<file path="src/rtl/blit_pkg.sv">
// Shared types and widths for the blitter's SDRAM arbiter.
package blit_pkg;

    localparam int ADDR_W = 26;
    localparam int DATA_W = 32;

    typedef enum logic [1:0] {
        ARB_IDLE,
        ARB_WR,
        ARB_RD,
        ARB_RD_DATA
    } arb_state_t;

endpackage

</file>
<file path="src/rtl/blit_sdram_arb.sv">
// Merges the blitter write and read ports onto one SDRAM master slot,
// one transaction at a time, alternating fairly on contention.
module blit_sdram_arb #(
    parameter int ADDR_W = blit_pkg::ADDR_W,
    parameter int DATA_W = blit_pkg::DATA_W
) (
    input  logic                  clock,
    input  logic                  reset,

    input  logic                  blitw_sdram_req,
    input  logic [ADDR_W-1:0]     blitw_sdram_addr,
    input  logic [DATA_W-1:0]     blitw_sdram_wdata,
    input  logic [DATA_W/8-1:0]   blitw_sdram_byte_enable,
    output logic                  blitw_sdram_ack,

    input  logic                  blitr_sdram_req,
    input  logic [ADDR_W-1:0]     blitr_sdram_addr,
    output logic                  blitr_sdram_ack,
    output logic [DATA_W-1:0]     blitr_sdram_rdata,
    output logic                  blitr_sdram_rdvalid,
    output logic                  blitr_sdram_complete,

    output logic                  sdram_req,
    output logic                  sdram_write,
    output logic [ADDR_W-1:0]     sdram_addr,
    output logic [DATA_W-1:0]     sdram_wdata,
    output logic [DATA_W/8-1:0]   sdram_byte_enable,
    input  logic                  sdram_ack,
    input  logic [DATA_W-1:0]     sdram_rdata,
    input  logic                  sdram_rdvalid,
    input  logic                  sdram_complete,

    output logic                  arb_busy
);

    import blit_pkg::*;

    arb_state_t state_q, state_d;
    logic       last_wr_q, last_wr_d;

    always_ff @(posedge clock) begin
        if (reset) begin
            state_q   <= ARB_IDLE;
            last_wr_q <= 1'b0;
        end else begin
            state_q   <= state_d;
            last_wr_q <= last_wr_d;
        end
    end

    // On a tie the client that did not win last time gets the grant.
    always_comb begin
        state_d   = state_q;
        last_wr_d = last_wr_q;
        unique case (state_q)
            ARB_IDLE: begin
                if (blitw_sdram_req && blitr_sdram_req)
                    state_d = last_wr_q ? ARB_RD : ARB_WR;
                else if (blitw_sdram_req)
                    state_d = ARB_WR;
                else if (blitr_sdram_req)
                    state_d = ARB_RD;
            end
            ARB_WR: begin
                if (sdram_ack) begin
                    state_d   = ARB_IDLE;
                    last_wr_d = 1'b1;
                end
            end
            ARB_RD: begin
                if (sdram_ack) begin
                    state_d   = ARB_RD_DATA;
                    last_wr_d = 1'b0;
                end
            end
            ARB_RD_DATA: begin
                if (sdram_complete)
                    state_d = ARB_IDLE;
            end
            default: state_d = ARB_IDLE;
        endcase
    end

    always_comb begin
        sdram_req            = 1'b0;
        sdram_write          = 1'b0;
        sdram_addr           = '0;
        sdram_wdata          = '0;
        sdram_byte_enable    = '0;
        blitw_sdram_ack      = 1'b0;
        blitr_sdram_ack      = 1'b0;
        blitr_sdram_rdvalid  = 1'b0;
        blitr_sdram_complete = 1'b0;
        unique case (state_q)
            ARB_WR: begin
                sdram_req         = blitw_sdram_req;
                sdram_write       = 1'b1;
                sdram_addr        = blitw_sdram_addr;
                sdram_wdata       = blitw_sdram_wdata;
                sdram_byte_enable = blitw_sdram_byte_enable;
                blitw_sdram_ack   = sdram_ack;
            end
            ARB_RD: begin
                sdram_req       = blitr_sdram_req;
                sdram_addr      = blitr_sdram_addr;
                blitr_sdram_ack = sdram_ack;
            end
            ARB_RD_DATA: begin
                blitr_sdram_rdvalid  = sdram_rdvalid;
                blitr_sdram_complete = sdram_complete;
            end
            default: ;
        endcase
    end

    assign blitr_sdram_rdata = sdram_rdata;
    assign arb_busy          = (state_q != ARB_IDLE);

endmodule

</file>
<file path="config.mk">
export PLATFORM = sky130hd
export DESIGN_NAME = blit_sdram_arb
export DESIGN_NICKNAME = d
export VERILOG_FILES = /design/src/rtl/blit_pkg.sv /design/src/rtl/blit_sdram_arb.sv
export SDC_FILE = /design/constraint.sdc
export NUM_CORES = 1
export LEC_CHECK = 0
export BUFFER_PORTS_ARGS = -buffer_cell sky130_fd_sc_hd__buf_2
export CORE_AREA = 2 2 88 90
export CTS_BUF_LIST = sky130_fd_sc_hd__clkbuf_8 sky130_fd_sc_hd__clkbuf_16
export DETAILED_ROUTE_END_ITERATION = 7
export DIE_AREA = 0 0 90 92
export PLACE_DENSITY_LB_ADDON = 0.2
export RECOVER_POWER = 25
export SLEW_MARGIN = 20
export SYNTH_ARGS = -nofsm -noshare
export SYNTH_HDL_FRONTEND = slang
export SYNTH_SLANG_ARGS = --single-unit
</file>
<file path="constraint.sdc">
create_clock -name clock -period 2.9 [get_ports clock]
set_clock_uncertainty 0.1 [all_clocks]
set_input_delay 0.87 -clock clock [delete_from_list [all_inputs] [get_ports clock]]
set_output_delay 0.87 -clock clock [all_outputs]
set_load 0.02 [all_outputs]
</file>
# == Yosys cells after proc, flatten, opt, wreduce, memory -nomap -nowiden ==
# Cells that the tools add are included.
# totals
register_bits,3
in_bits,127
output_inout_bits,101
elab_cells,35
# op_classes
eq_ne,7
muxes,20
reduce_logical,6
# op_table
operator,count
one-hot mux 26 bit (2 select lines),1
two-way mux 32 bit,1
two-way mux 2 bit,7
one-hot mux 2 bit (4 select lines),1
two-way mux 1 bit,7
"!= test 2 bit, second input constant",3
"== test 2 bit, second input constant",2
two-way mux 4 bit,1
"!= test 4 bit, second input constant",1
one-hot mux 1 bit (2 select lines),2
AND reduction 4 bit,1
nonzero test 2 bit,2
AND reduction 3 bit,1
"== test 2 x 1 -> 1 bit, second input constant",1
zero test 2 bit,1
logical AND 1 bit,1

# == Logic depth before layout (Yosys ltp) ==
# depth
depth_word,4
ltp_mapped,7
depth_no_buf,5

# == Worst setup path before layout ==
# OpenSTA, ideal clock, no wires.
# synth_timing
path_type,register -> output
start,reg state_q[1]
end,out sdram_addr[12]
arrival_ps,1537
t_required_ps,1930
slack_ps,393
path_stages_with_launch,7
path_buffers,2
cell_sequence,dfxtp_1 > inv_1 > ha_1 > buf_2 > buf_2 > a22oi_1 > nor2b_1
# synth_via
elab_chain_len,2
elab_cells_between_ends,3
classes_between,2 x eq/ne; 1 x mux
# synth_rtl
item,line,text
"start, declared",blit_sdram_arb.sv:38,"arb_state_t state_q, state_d;"
"start signal, assigned",blit_sdram_arb.sv:46,state_q <= state_d;
== test 2 bit or == test 2 x 1 -> 1 bit (tied branches),blit_sdram_arb.sv:94,unique case (state_q)
one-hot mux 26 bit (2 select lines) *,blit_sdram_arb.sv:94,
"end, declared",blit_sdram_arb.sv:25,"output logic [ADDR_W-1:0] sdram_addr,"
# Every way passes the cells marked *; elsewhere a longest branch is shown, timed or not.

# == Worst setup path after layout ==
# layout_timing
start,reg state_q[0]
end,out sdram_addr[10]
# Same word-level chain as after synthesis.

==> impl_metrics.ini <==
[setup_path]
critPathMaxStageDelay_ns = 0.38
startpoint_type = flip-flop
critPathMaxFanout = 26
end_kind = primary output
crit_slowest_cell = dfxtp_1
cp_cell_sequence = inv_1 -> ha_1 -> buf_4 -> nor2b_1 -> buf_2
arrival_ns = 1.62
worst-setup-path-type = reg2out
ff2ff_setup_slack_ns = 1.15
required_ns = 1.93

[synth]
synth.yosys.seq_area_share_pct = 5.17
yosys.area_share.adder_pct = 5.39
yosysWarnings = 0
synthTopCellsByArea = and2_1 22%, buf_4 21%, a22oi_1 17%
synth_compound_area_share_pct = 22.7
syn_nets = 297
synth-simple-area-share_pct = 40.6
synthXorXnorAreaFrac_pct = 0
yosysTopAreaCellShare_pct = 21.6
synth_seq_cells = 3
avgSynthCellArea_um2 = 7.04
netlist-cell-type-count = 22
netlist_area_um2 = 1160
synth_top_area_cell = and2_1
syn-instance-count = 165
muxShareOfSynthArea_pct = 0
synth_top_family_by_area = simple AND/OR/NAND/NOR gates

[global_routing]
antenna_found_initial = 0
grt_pass1_vias = 1343
grt_pass1_wl_um = 6990
grt.overflow.total = 0
grt_max_degree = 38
grt.total_usage_pct = 10.2

[route]
routed_wl_um = 4770
firstDrtPassIters = 4
viasPerCell = 3.86
drc = 0
vias = 1525
drt-initial-drc-count = 38
routedWlPerCell_um = 12.1
antenna_left = 0

[sta]
finalMaxSlewViolations = 0
setup_slack_ns = 0.313
max-slew-margin-rel_pct = 79.7
fmax_ghz = 0.387
fin_crit_sh_pct = 89.2
finalSetupTns_ns = 0
tightest_slew_ns = 0.305
min_period_ns = 2.59
rsz0062_at_grt = false
setup_viol = 0
finalHoldViolCount = 0

[floorplan]
die_w_um = 90
die-area_um2 = 8280
num_rows = 32
design.portCount = 228
start_util_pct = 15.6
fp.dieH_um = 92
coreArea_um2 = 7450

[clock_tree]
htree_num_levels = 1
clock_latency_ns = 0.22
cts.clk_slew.worst_paths_ns = 0.03
postCtsSetupBuffers = 0
cts_tree = built
cts_buffers = 3
cts_buffer_depth = 2
clock_sinks = 3
ctsResizeCount = 0
clock-root-buffer = clkbuf_8
ctsHoldBuffers = 0

[finish]
multi_input_area_um2 = 792
final.fill_count = 869
fin_nets = 426
diodes = 0
stdcell_count = 395
register_area_um2 = 60.1
syn_to_final_growth_pct = 62.7
drive_gt1_share_pct = 59.0

[placed_design]
hpwl_um = 3870
dp_cells = 391
portBuffers = 163
gp_congestion = 0.738
place_ws_ns = 0.506

[pwr]
p_per_area_nw_per_um2 = 795
leakagePower_nw = 1.09
peakVddDrop_mv = 0.282

[status]
status = completed

[hold_path]
hp-class = reg2reg

[flow_run]
maxCapViolations = 0
path summary, 6_finish.rpt:
check                   from             end  cells past startpoint
setup / recovery  state_q[0]  sdram_addr[10]                      5
hold / removal     last_wr_q       last_wr_q                      2
setup reg to reg  state_q[0]      state_q[0]                      5
hold reg to reg    last_wr_q       last_wr_q                      2
cells in the mapped netlist:
cell / number
buf_4: 32
a22oi_1: 27
nor2_1: 3
nor2b_1: 27
nand2b_1: 1
buf_2: 5
and2_1: 40
ha_1: 5
dfxtp_1: 3
inv_1: 3
a31oi_1: 1
a31o_1: 1
and3_4: 1
o21a_1: 1
o21bai_1: 1
clkbuf_1: 7
a211oi_1: 1
or3b_4: 1
a311oi_1: 1
nand2_1: 2
a311oi_2: 1
nand3_1: 1
final cells by class:
cell class | instances | share of cell area (%)
Multi-Input combinational cell | 115 | 41.9
Timing Repair Buffer | 168 | 45.2
Clock inverter | 1 | 0.199
Tap cell | 102 | 6.75
Sequential cell | 3 | 3.18
Inverter | 3 | 0.596
Clock buffer | 3 | 2.19
critical path: cells and delay by family (launching register included):
family | cells | cell delay (ns)
adder cells (fa/ha/maj) | 1 | 0.31
flip-flops | 1 | 0.38
AND/OR/NAND/NOR | 1 | 0.18
buffers and inverters | 3 | 0.53
routing by layer:
layer	GRT usage [%]	part of all wire (%)	vias up	wire length (um)
met5	0	0	-	0
li1	-	-	779	-
met3	2.05	7.8	6	370
met4	2.44	0.61	0	29
met2	17.8	49	73	2350
met1	12.8	42	667	2030
cell families (layout without fill, tap and decap cells):
family,Yosys count,count (layout)
adders and majority gates,5,5
AOI/OAI and AO/OA,34,34
buffers and inverters,47,175
DFF,3,3
and+or+nand+nor,76,76
stage by stage:
stage                     hold WS, ns  cell area [um2]  utilization, %  power (mW)
after CTS                       0.402             1900            25.5        1.54
after floorplan                 0.373             1160               -        1.05
after global routing            0.422             1890            25.4        1.63
after global placement          0.401             1850            24.9        1.42
final                           0.395             1890            25.4        1.50
after detailed placement        0.398             1850            24.9        1.42
registers in the layout (all words and copies together) (netlist names):
| name | flops |
|---|---|
| last_wr_q | 1 |
| state_q | 2 |
layout by cell type, fill, tap and decap left out, types with 3 or more instances in the layout:
master | netlist | final
nor2_1 | 3 | 3
and2_1 | 40 | 40
dfxtp_1 | 3 | 3
inv_1 | 3 | 4
clkbuf_8 | 0 | 3
ha_1 | 5 | 4
a22oi_1 | 27 | 27
nor2b_1 | 27 | 27
buf_4 | 32 | 5
buf_2 | 5 | 163
power by group:
part	leakage, nW	switching [mW]	total, mW	internal [mW]
sequential	0.0248	0.0151	0.0737	0.0586
combinational	1.03	0.784	1.31	0.525
clock	0.0269	0.0296	0.120	0.0903
total	1.09	0.829	1.50	0.673
No activity file was read; power rests on OpenSTA's default activity.
